## src/rtl/i2c_seq_pkg.sv

```systemverilog
// Shared types for the I2C command sequencer: queued command layout and FSM states.
package i2c_seq_pkg;
  localparam int CMD_W = 16;

  typedef enum logic [1:0] {IDLE, LAUNCH, WAIT_DONE, GAP} seq_state_t;

  typedef struct packed {
    logic       rw;
    logic [6:0] addr;
    logic [7:0] data;
  } i2c_cmd_t;
endpackage

```

## src/rtl/i2c_master_cmd_sequencer_if.sv

```systemverilog
// Command push channel plus the handshake to the I2C master.
interface i2c_master_cmd_sequencer_if;
  logic       cmd_valid;
  logic       cmd_ready;
  logic       cmd_rw;
  logic [6:0] cmd_addr;
  logic [7:0] cmd_data;
  logic       m_start_txn;
  logic       m_rw;
  logic [6:0] m_sub_addr;
  logic [7:0] m_data_in;
  logic       m_busy;
  logic       m_done;

  // slave: the sequencer; master: host logic plus the I2C master model
  modport slave  (input  cmd_valid, cmd_rw, cmd_addr, cmd_data, m_busy, m_done,
                  output cmd_ready, m_start_txn, m_rw, m_sub_addr, m_data_in);
  modport master (output cmd_valid, cmd_rw, cmd_addr, cmd_data, m_busy, m_done,
                  input  cmd_ready, m_start_txn, m_rw, m_sub_addr, m_data_in);
endinterface

```

## src/rtl/i2c_cmd_fifo.sv

```systemverilog
// Command FIFO with synchronous flush; occupancy is registered so full/empty are glitch-free.
module i2c_cmd_fifo
  import i2c_seq_pkg::*;
#(
  parameter  int DEPTH = 8,
  localparam int AW    = $clog2(DEPTH)
) (
  input  logic        clk_400,
  input  logic        rst_n,
  input  logic        flush,
  input  logic        push,
  input  logic        pop,
  input  i2c_cmd_t    din,
  output i2c_cmd_t    dout,
  output logic        full,
  output logic        empty,
  output logic [AW:0] level
);
  logic [CMD_W-1:0] mem_q [DEPTH];
  logic [AW-1:0]    wr_ptr_q, wr_ptr_d, rd_ptr_q, rd_ptr_d;
  logic [AW:0]      level_q, level_d;
  logic             do_push, do_pop;

  assign full    = (level_q == (AW+1)'(DEPTH));
  assign empty   = (level_q == '0);
  // flush dominates: a same-cycle push is discarded and nothing is popped
  assign do_push = push && !full && !flush;
  assign do_pop  = pop && !empty && !flush;
  assign level   = level_q;
  assign dout    = i2c_cmd_t'(mem_q[rd_ptr_q]);

  always_comb begin
    wr_ptr_d = wr_ptr_q;
    rd_ptr_d = rd_ptr_q;
    level_d  = level_q;
    if (flush) begin
      wr_ptr_d = '0;
      rd_ptr_d = '0;
      level_d  = '0;
    end else begin
      if (do_push) wr_ptr_d = wr_ptr_q + 1'b1;
      if (do_pop)  rd_ptr_d = rd_ptr_q + 1'b1;
      case ({do_push, do_pop})
        2'b10:   level_d = level_q + 1'b1;
        2'b01:   level_d = level_q - 1'b1;
        default: level_d = level_q;
      endcase
    end
  end

  always_ff @(posedge clk_400 or negedge rst_n) begin
    if (!rst_n) begin
      wr_ptr_q <= '0;
      rd_ptr_q <= '0;
      level_q  <= '0;
    end else begin
      wr_ptr_q <= wr_ptr_d;
      rd_ptr_q <= rd_ptr_d;
      level_q  <= level_d;
    end
  end

  always_ff @(posedge clk_400) begin
    if (do_push) mem_q[wr_ptr_q] <= din;
  end
endmodule

```

## src/rtl/i2c_master_cmd_sequencer.sv

```systemverilog
// Pops queued I2C commands and launches them on the master one at a time,
// with start timeout and an enforced idle gap after each completion.
module i2c_master_cmd_sequencer
  import i2c_seq_pkg::*;
#(
  parameter  int DEPTH         = 8,
  parameter  int START_TIMEOUT = 16,
  parameter  int GAP_CYCLES    = 2,
  localparam int LW            = $clog2(DEPTH) + 1
) (
  input  logic                        clk_400,
  input  logic                        rst_n,
  input  logic                        enable,
  input  logic                        flush,
  i2c_master_cmd_sequencer_if.slave   bus,
  output logic                        txn_done,
  output logic                        err_timeout,
  output logic [15:0]                 txn_count,
  output logic [LW-1:0]               fifo_level,
  output logic                        seq_busy
);
  localparam int TW = $clog2(START_TIMEOUT + 1);
  localparam int GW = $clog2(GAP_CYCLES + 1);

  seq_state_t     state_q, state_d;
  logic [TW-1:0]  timer_q, timer_d;
  logic [GW-1:0]  gap_q, gap_d;
  i2c_cmd_t       cmd_q, cmd_d, head, din;
  logic           start_q, start_d, done_q, done_d, tmo_q, tmo_d;
  logic [15:0]    count_q, count_d;
  logic           pop, full, empty, complete;

  assign din = '{rw: bus.cmd_rw, addr: bus.cmd_addr, data: bus.cmd_data};

  i2c_cmd_fifo #(.DEPTH(DEPTH)) u_fifo (
    .clk_400 (clk_400),
    .rst_n   (rst_n),
    .flush   (flush),
    .push    (bus.cmd_valid),
    .pop     (pop),
    .din     (din),
    .dout    (head),
    .full    (full),
    .empty   (empty),
    .level   (fifo_level)
  );

  always_comb begin
    state_d  = state_q;
    timer_d  = timer_q;
    gap_d    = gap_q;
    cmd_d    = cmd_q;
    start_d  = 1'b0;
    done_d   = 1'b0;
    tmo_d    = 1'b0;
    count_d  = count_q;
    pop      = 1'b0;
    complete = 1'b0;
    case (state_q)
      IDLE: begin
        // a flushed head must not be launched
        if (enable && !empty && !bus.m_busy && !flush) begin
          pop     = 1'b1;
          cmd_d   = head;
          timer_d = '0;
          start_d = 1'b1;
          state_d = LAUNCH;
        end
      end
      LAUNCH: begin
        if (bus.m_done)                              complete = 1'b1;
        else if (bus.m_busy)                         state_d  = WAIT_DONE;
        else if (timer_q == TW'(START_TIMEOUT - 1)) begin
          tmo_d   = 1'b1;
          state_d = IDLE;
        end else begin
          timer_d = timer_q + 1'b1;
          start_d = 1'b1;
        end
      end
      WAIT_DONE: if (bus.m_done) complete = 1'b1;
      GAP: begin
        if (gap_q == '0) state_d = IDLE;
        else             gap_d   = gap_q - 1'b1;
      end
      default: state_d = IDLE;
    endcase
    if (complete) begin
      done_d  = 1'b1;
      count_d = count_q + 1'b1;
      gap_d   = GW'(GAP_CYCLES - 1);
      state_d = GAP;
    end
  end

  always_ff @(posedge clk_400 or negedge rst_n) begin
    if (!rst_n) begin
      state_q <= IDLE;
      timer_q <= '0;
      gap_q   <= '0;
      cmd_q   <= '0;
      start_q <= 1'b0;
      done_q  <= 1'b0;
      tmo_q   <= 1'b0;
      count_q <= '0;
    end else begin
      state_q <= state_d;
      timer_q <= timer_d;
      gap_q   <= gap_d;
      cmd_q   <= cmd_d;
      start_q <= start_d;
      done_q  <= done_d;
      tmo_q   <= tmo_d;
      count_q <= count_d;
    end
  end

  assign bus.cmd_ready   = !full;
  assign bus.m_start_txn = start_q;
  assign bus.m_rw        = cmd_q.rw;
  assign bus.m_sub_addr  = cmd_q.addr;
  assign bus.m_data_in   = cmd_q.data;
  assign txn_done        = done_q;
  assign err_timeout     = tmo_q;
  assign txn_count       = count_q;
  assign seq_busy        = (state_q != IDLE) || !empty;
endmodule

```

## src/flat_wrapper.sv

```systemverilog
// flat-port wrapper written by rule: the top's interface ports become plain ports
module i2c_master_cmd_sequencer_flat import i2c_seq_pkg::*;
#(
  parameter  int DEPTH         = 8,
  parameter  int START_TIMEOUT = 16,
  parameter  int GAP_CYCLES    = 2,
  localparam int LW            = $clog2(DEPTH) + 1
)
  (clk_400, rst_n, enable, flush, txn_done, err_timeout, txn_count, fifo_level, seq_busy, bus_cmd_valid, bus_cmd_rw, bus_cmd_addr, bus_cmd_data, bus_m_busy, bus_m_done, bus_cmd_ready, bus_m_start_txn, bus_m_rw, bus_m_sub_addr, bus_m_data_in);
  i2c_master_cmd_sequencer_if bus_i ();
  input  logic clk_400;
  input  logic rst_n;
  input  logic enable;
  input  logic flush;
  output logic txn_done;
  output logic err_timeout;
  output logic [15:0] txn_count;
  output logic [LW-1:0] fifo_level;
  output logic seq_busy;
  input wire logic [$bits(bus_i.cmd_valid)-1:0] bus_cmd_valid;
  input wire logic [$bits(bus_i.cmd_rw)-1:0] bus_cmd_rw;
  input wire logic [$bits(bus_i.cmd_addr)-1:0] bus_cmd_addr;
  input wire logic [$bits(bus_i.cmd_data)-1:0] bus_cmd_data;
  input wire logic [$bits(bus_i.m_busy)-1:0] bus_m_busy;
  input wire logic [$bits(bus_i.m_done)-1:0] bus_m_done;
  output wire logic [$bits(bus_i.cmd_ready)-1:0] bus_cmd_ready;
  output wire logic [$bits(bus_i.m_start_txn)-1:0] bus_m_start_txn;
  output wire logic [$bits(bus_i.m_rw)-1:0] bus_m_rw;
  output wire logic [$bits(bus_i.m_sub_addr)-1:0] bus_m_sub_addr;
  output wire logic [$bits(bus_i.m_data_in)-1:0] bus_m_data_in;
  assign bus_i.cmd_valid = bus_cmd_valid;
  assign bus_i.cmd_rw = bus_cmd_rw;
  assign bus_i.cmd_addr = bus_cmd_addr;
  assign bus_i.cmd_data = bus_cmd_data;
  assign bus_i.m_busy = bus_m_busy;
  assign bus_i.m_done = bus_m_done;
  assign bus_cmd_ready = bus_i.cmd_ready;
  assign bus_m_start_txn = bus_i.m_start_txn;
  assign bus_m_rw = bus_i.m_rw;
  assign bus_m_sub_addr = bus_i.m_sub_addr;
  assign bus_m_data_in = bus_i.m_data_in;
  i2c_master_cmd_sequencer #(.DEPTH(DEPTH), .START_TIMEOUT(START_TIMEOUT), .GAP_CYCLES(GAP_CYCLES)) u_core (.clk_400(clk_400), .rst_n(rst_n), .enable(enable), .flush(flush), .bus(bus_i), .txn_done(txn_done), .err_timeout(err_timeout), .txn_count(txn_count), .fifo_level(fifo_level), .seq_busy(seq_busy));
endmodule
```

## config.mk

```make
export PLATFORM = sky130hd
export DESIGN_NAME = i2c_master_cmd_sequencer_flat
export DESIGN_NICKNAME = d
export VERILOG_FILES = /design/src/rtl/i2c_seq_pkg.sv /design/src/rtl/i2c_master_cmd_sequencer_if.sv /design/src/rtl/i2c_cmd_fifo.sv /design/src/rtl/i2c_master_cmd_sequencer.sv /design/src/flat_wrapper.sv
export SDC_FILE = /design/constraint.sdc
export NUM_CORES = 1
export LEC_CHECK = 0
export ABC_CLOCK_PERIOD_IN_PS = 9080
export BUFFER_PORTS_ARGS = -buffer_cell sky130_fd_sc_hd__buf_2
export CAP_MARGIN = 20
export CORE_MARGIN = 3
export CORE_UTILIZATION = 55
export DETAILED_ROUTE_END_ITERATION = 8
export PLACE_DENSITY_LB_ADDON = 0.08
export REMOVE_ABC_BUFFERS = 1
export SKIP_CTS_REPAIR_TIMING = 1
export SYNTH_ARGS = -nofsm -noshare
export SYNTH_HDL_FRONTEND = slang
export SYNTH_SLANG_ARGS = --single-unit
```

## constraint.sdc

```tcl
create_clock -name clk_400 -period 9.08 [get_ports clk_400]
set_input_delay 1.816 -clock clk_400 [delete_from_list [all_inputs] [get_ports clk_400]]
set_output_delay 1.816 -clock clk_400 [all_outputs]
set_load 0.005 [all_outputs]
```

==> flow_summary_export.csv <==
group,metric,value,unit
placed_design,globalplace.congestion,0.7755,
die,rows,41,
route,avgRoutedWirePerCell,18.54,um
die,start_util,57.03,%
power,swShare,23.77,%
power,pwr_density_cell,234.6,mW/mm^2
min_path,holdPathStages,2,
setup_path,r2r_slack,6.19,ns
route,viasPerCell,5.522,
logic_synthesis,synth.yosys.seq_area_share,71.02,%
logic_synthesis,ys.flop_type,"edfxtp_1",
power,power_leakage,3.197,nW
route,ant_nets,0,
sta,slew_viol_final,0,
setup_path,start_kind,"input port",
final_layout,nets,545,
sta,worstMarginPinSlew,0.9495,ns
final_layout,drive_gt1_share,27.67,%
setup_path,worstSetupEndpointType,"register",
final_layout,instances_no_fill,696,
route,via_count,3843,
power,power_frac_comb,11.3,%
sta,slew_headroom,35.06,%
global_route,grtUsageTotal,18.99,%
min_path,min_from,"u_core.bus.m_data_in[4]",
clock_network,cts_max_level,4,
power,clkPwrFrac,38.9,%
placed_design,numPortBuffers,63,
clock_network,insertion_delay,0.43,ns
setup_path,cp.arrival,4.17,ns
die,ios,64,
logic_synthesis,avgSynthCellArea,16.74,sq um
logic_synthesis,synth_cell_types,40,
final_layout,area_delta_synth_final,16.52,%
logic_synthesis,synth_top_cell_area_share,52.55,%
logic_synthesis,syn_area,0.007315,sq mm
clock_network,clkTransAtPathRegs,0.07,ns
sta,fmax,0.2587,GHz
clock_network,cts.sinks,182,
setup_path,cp_max_fo,14,
sta,min_period,3.865,ns
route,drc_errors,0,
sta,skew,0.01309,ns
sta,period_share,42.56,%
global_route,antenna_found_initial,0,
power,switchingPower,475.4,uW
global_route,grt_max_degree,55,
sta,finalHoldViolCount,0,
route,wl,12900,um
run_status,status,"completed",
setup_path,ff2ff_path_depth,8,
min_path,hold_end,"u_core.bus.m_data_in[4]",
clock_network,cts-root-buf,"clkbuf_16",
setup_path,critPathRequiredTime,9.38,ns
die,die_area,0.01472,sq mm
logic_synthesis,async_flop_share,29.67,%
clock_network,clock_path_buffers,2,
final_layout,num_antenna_cells,0,
setup_path,reg2reg_from,"u_core.u_fifo.level[1]",
global_route,grt_overflow_total,0,
sta,setup_tns,0,ns
die,die_h,121.3,um
route,first_pass_iters,4,
sta,rsz0062_at_grt,"no",
logic_synthesis,synthTopCellsByArea,"edfxtp_1 53%, dfrtp_1 18%, mux4_2 9.9%, mux2i_1 2.7%, nand2_1 2.2%",
placed_design,hpwl,7939,um
global_route,grt_pass1_vias,3894,
logic_synthesis,ys_seq_elements,182,
power,p_int,1.524,mW
logic_synthesis,yosys_warnings,0,
min_path,hold_class,"register to register",
setup_path,setup.worst_path.class,"input port to register",
logic_synthesis,synth_cells,437,
setup_path,rr_endpoint,"u_core.u_fifo.level[3]",
route,dr.first_iter.drc_count,178,
logic_synthesis,synth_largest_area_cell,"edfxtp_1",
global_route,grt_pass1_wl,20750,um
logic_synthesis,synth_edf_count,128,
power,p_seq_share,49.8,%
clock_network,cts_buffers,17,
placed_design,dp_cells,664,
power,max-vdd-ir-drop,0.0001831,V
flow_run,maxCapViolCount,0,
clock_network,cts_tree,"done",
die,design.core.area,0.01282,sq mm
die,die_x,121.3,um
sta,hold_ws,0.4746,ns
sta,setup_viol,0,
==> flip-flops by register name, summed over array words and instances (netlist names), 2 cells and up <==
name / cells
u_core.u_fifo.wr_ptr_q: 3
u_core.bus.m_data_in: 8
u_core.u_fifo.rd_ptr_q: 3
u_core.txn_count: 16
u_core.bus.m_sub_addr: 7
u_core.gap_q: 2
u_core.timer_q: 5
u_core.u_fifo.mem_q: 128
u_core.state_q: 2
u_core.u_fifo.level: 4
==> cells in the mapped netlist, types with 2 or more instances <==
master and instances:
a211o_1 2, xor2_1 6, xnor2_1 18, nor3_1 5
nand3_1 8, nor2b_1 3, nor4bb_1 2, ha_1 11
nand2b_1 6, o211ai_1 2, and4_1 2, nor2_1 24
buf_2 4, nand2_1 42, clkbuf_1 12, mux4_2 32
a31oi_1 2, edfxtp_1 128, o21ai_0 21, mux2i_1 20
a211oi_1 2, inv_1 10, nand4_1 5, dfrtp_1 54
==> power groups by stage <==
stage,clock (mW),combinational [mW],sequential [mW]
global placement,0,0.222,1.01
detailed placement,0,0.232,1.01
floorplan,0,0.138,1.01
finish,0.778,0.226,0.996
global route,0.824,0.261,1.00
CTS,0.794,0.232,0.996
==> cell type report <==
class	instances	area (sq um)
Clock buffer	18	439.2
Clock inverter	14	198.9
Fill cell	912	4302
Inverter	10	37.54
Multi-Input combinational cell	227	2024
Sequential cell	182	5197
Tap cell	172	215.2
Timing Repair Buffer	73	410.4
==> logic make-up after synthesis <==
family                   synth area share, %
flip-flops                             71.02
AND/OR/NAND/NOR                        6.945
multiplexers                           12.74
AO/OA/AOI/OAI                          2.925
buffers and inverters                  1.608
XOR/XNOR                               2.874
adder cells (fa/ha/maj)                1.882
==> critical path, stage by stage <==
cell       delay (ns)
buf_2            0.18
nor4bb_1         0.50
nand2_1          0.14
nor2_1           0.19
ha_1             0.30
nand3_1          0.11
or4b_1           0.46
a2bb2oi_2        0.14
mux2_1           0.32
==> through the flow <==
step                total power [mW]  setup WS (ns)  util, %  cell area (sq um)
finish                         2.000          5.215    66.46               8523
detailed placement             1.244          4.817    61.48               7885
floorplan                      1.147          4.554        -               7234
global route                   2.088          5.018    66.46               8523
CTS                            2.022          5.236    66.46               8523
global placement               1.231          4.843    61.27               7858
==> worst max-delay path by stage <==
stage	startpoint	endpoint	slack, ns	cells past startpoint
after floorplan	bus_m_busy	u_core.u_fifo.level[3]	4.55	8
after global placement	flush	u_core.u_fifo.level[3]	4.84	9
after detailed placement	flush	u_core.u_fifo.level[3]	4.82	9
after CTS	u_core.u_fifo.level[1]	seq_busy	5.24	3
after global routing	flush	u_core.u_fifo.level[3]	5.02	9
final	flush	u_core.u_fifo.level[3]	5.22	9
==> layout by cell type, fill, tap and decap left out, types with 3 or more instances in the layout <==
master | netlist | layout
ha_1 | 11 | 11
mux4_2 | 32 | 32
xor2_1 | 6 | 6
mux2i_1 | 20 | 20
nand2_1 | 42 | 42
buf_2 | 4 | 63
nor2b_1 | 3 | 3
edfxtp_1 | 128 | 128
inv_1 | 10 | 10
nand4_1 | 5 | 5
clkinv_4 | 0 | 3
bufinv_16 | 0 | 4
nor3_1 | 5 | 3
dfrtp_1 | 54 | 52
buf_4 | 0 | 9
xnor2_1 | 18 | 18
nor2_1 | 24 | 24
nand2b_1 | 6 | 6
o21ai_0 | 21 | 21
clkbuf_16 | 0 | 17
nand3_1 | 8 | 8
==> routing by layer <==
| metal | vias up | wire length [um] | GRT usage, % |
|---|---|---|---|
| met5 | - | 0 | 0 |
| met4 | 0 | 112 | 5.882 |
| met3 | 11 | 523 | 4.895 |
| met2 | 83 | 6435 | 30.78 |
| met1 | 1942 | 5831 | 25.54 |
| li1 | 1807 | - | - |
(Power assumes the default switching activity.)
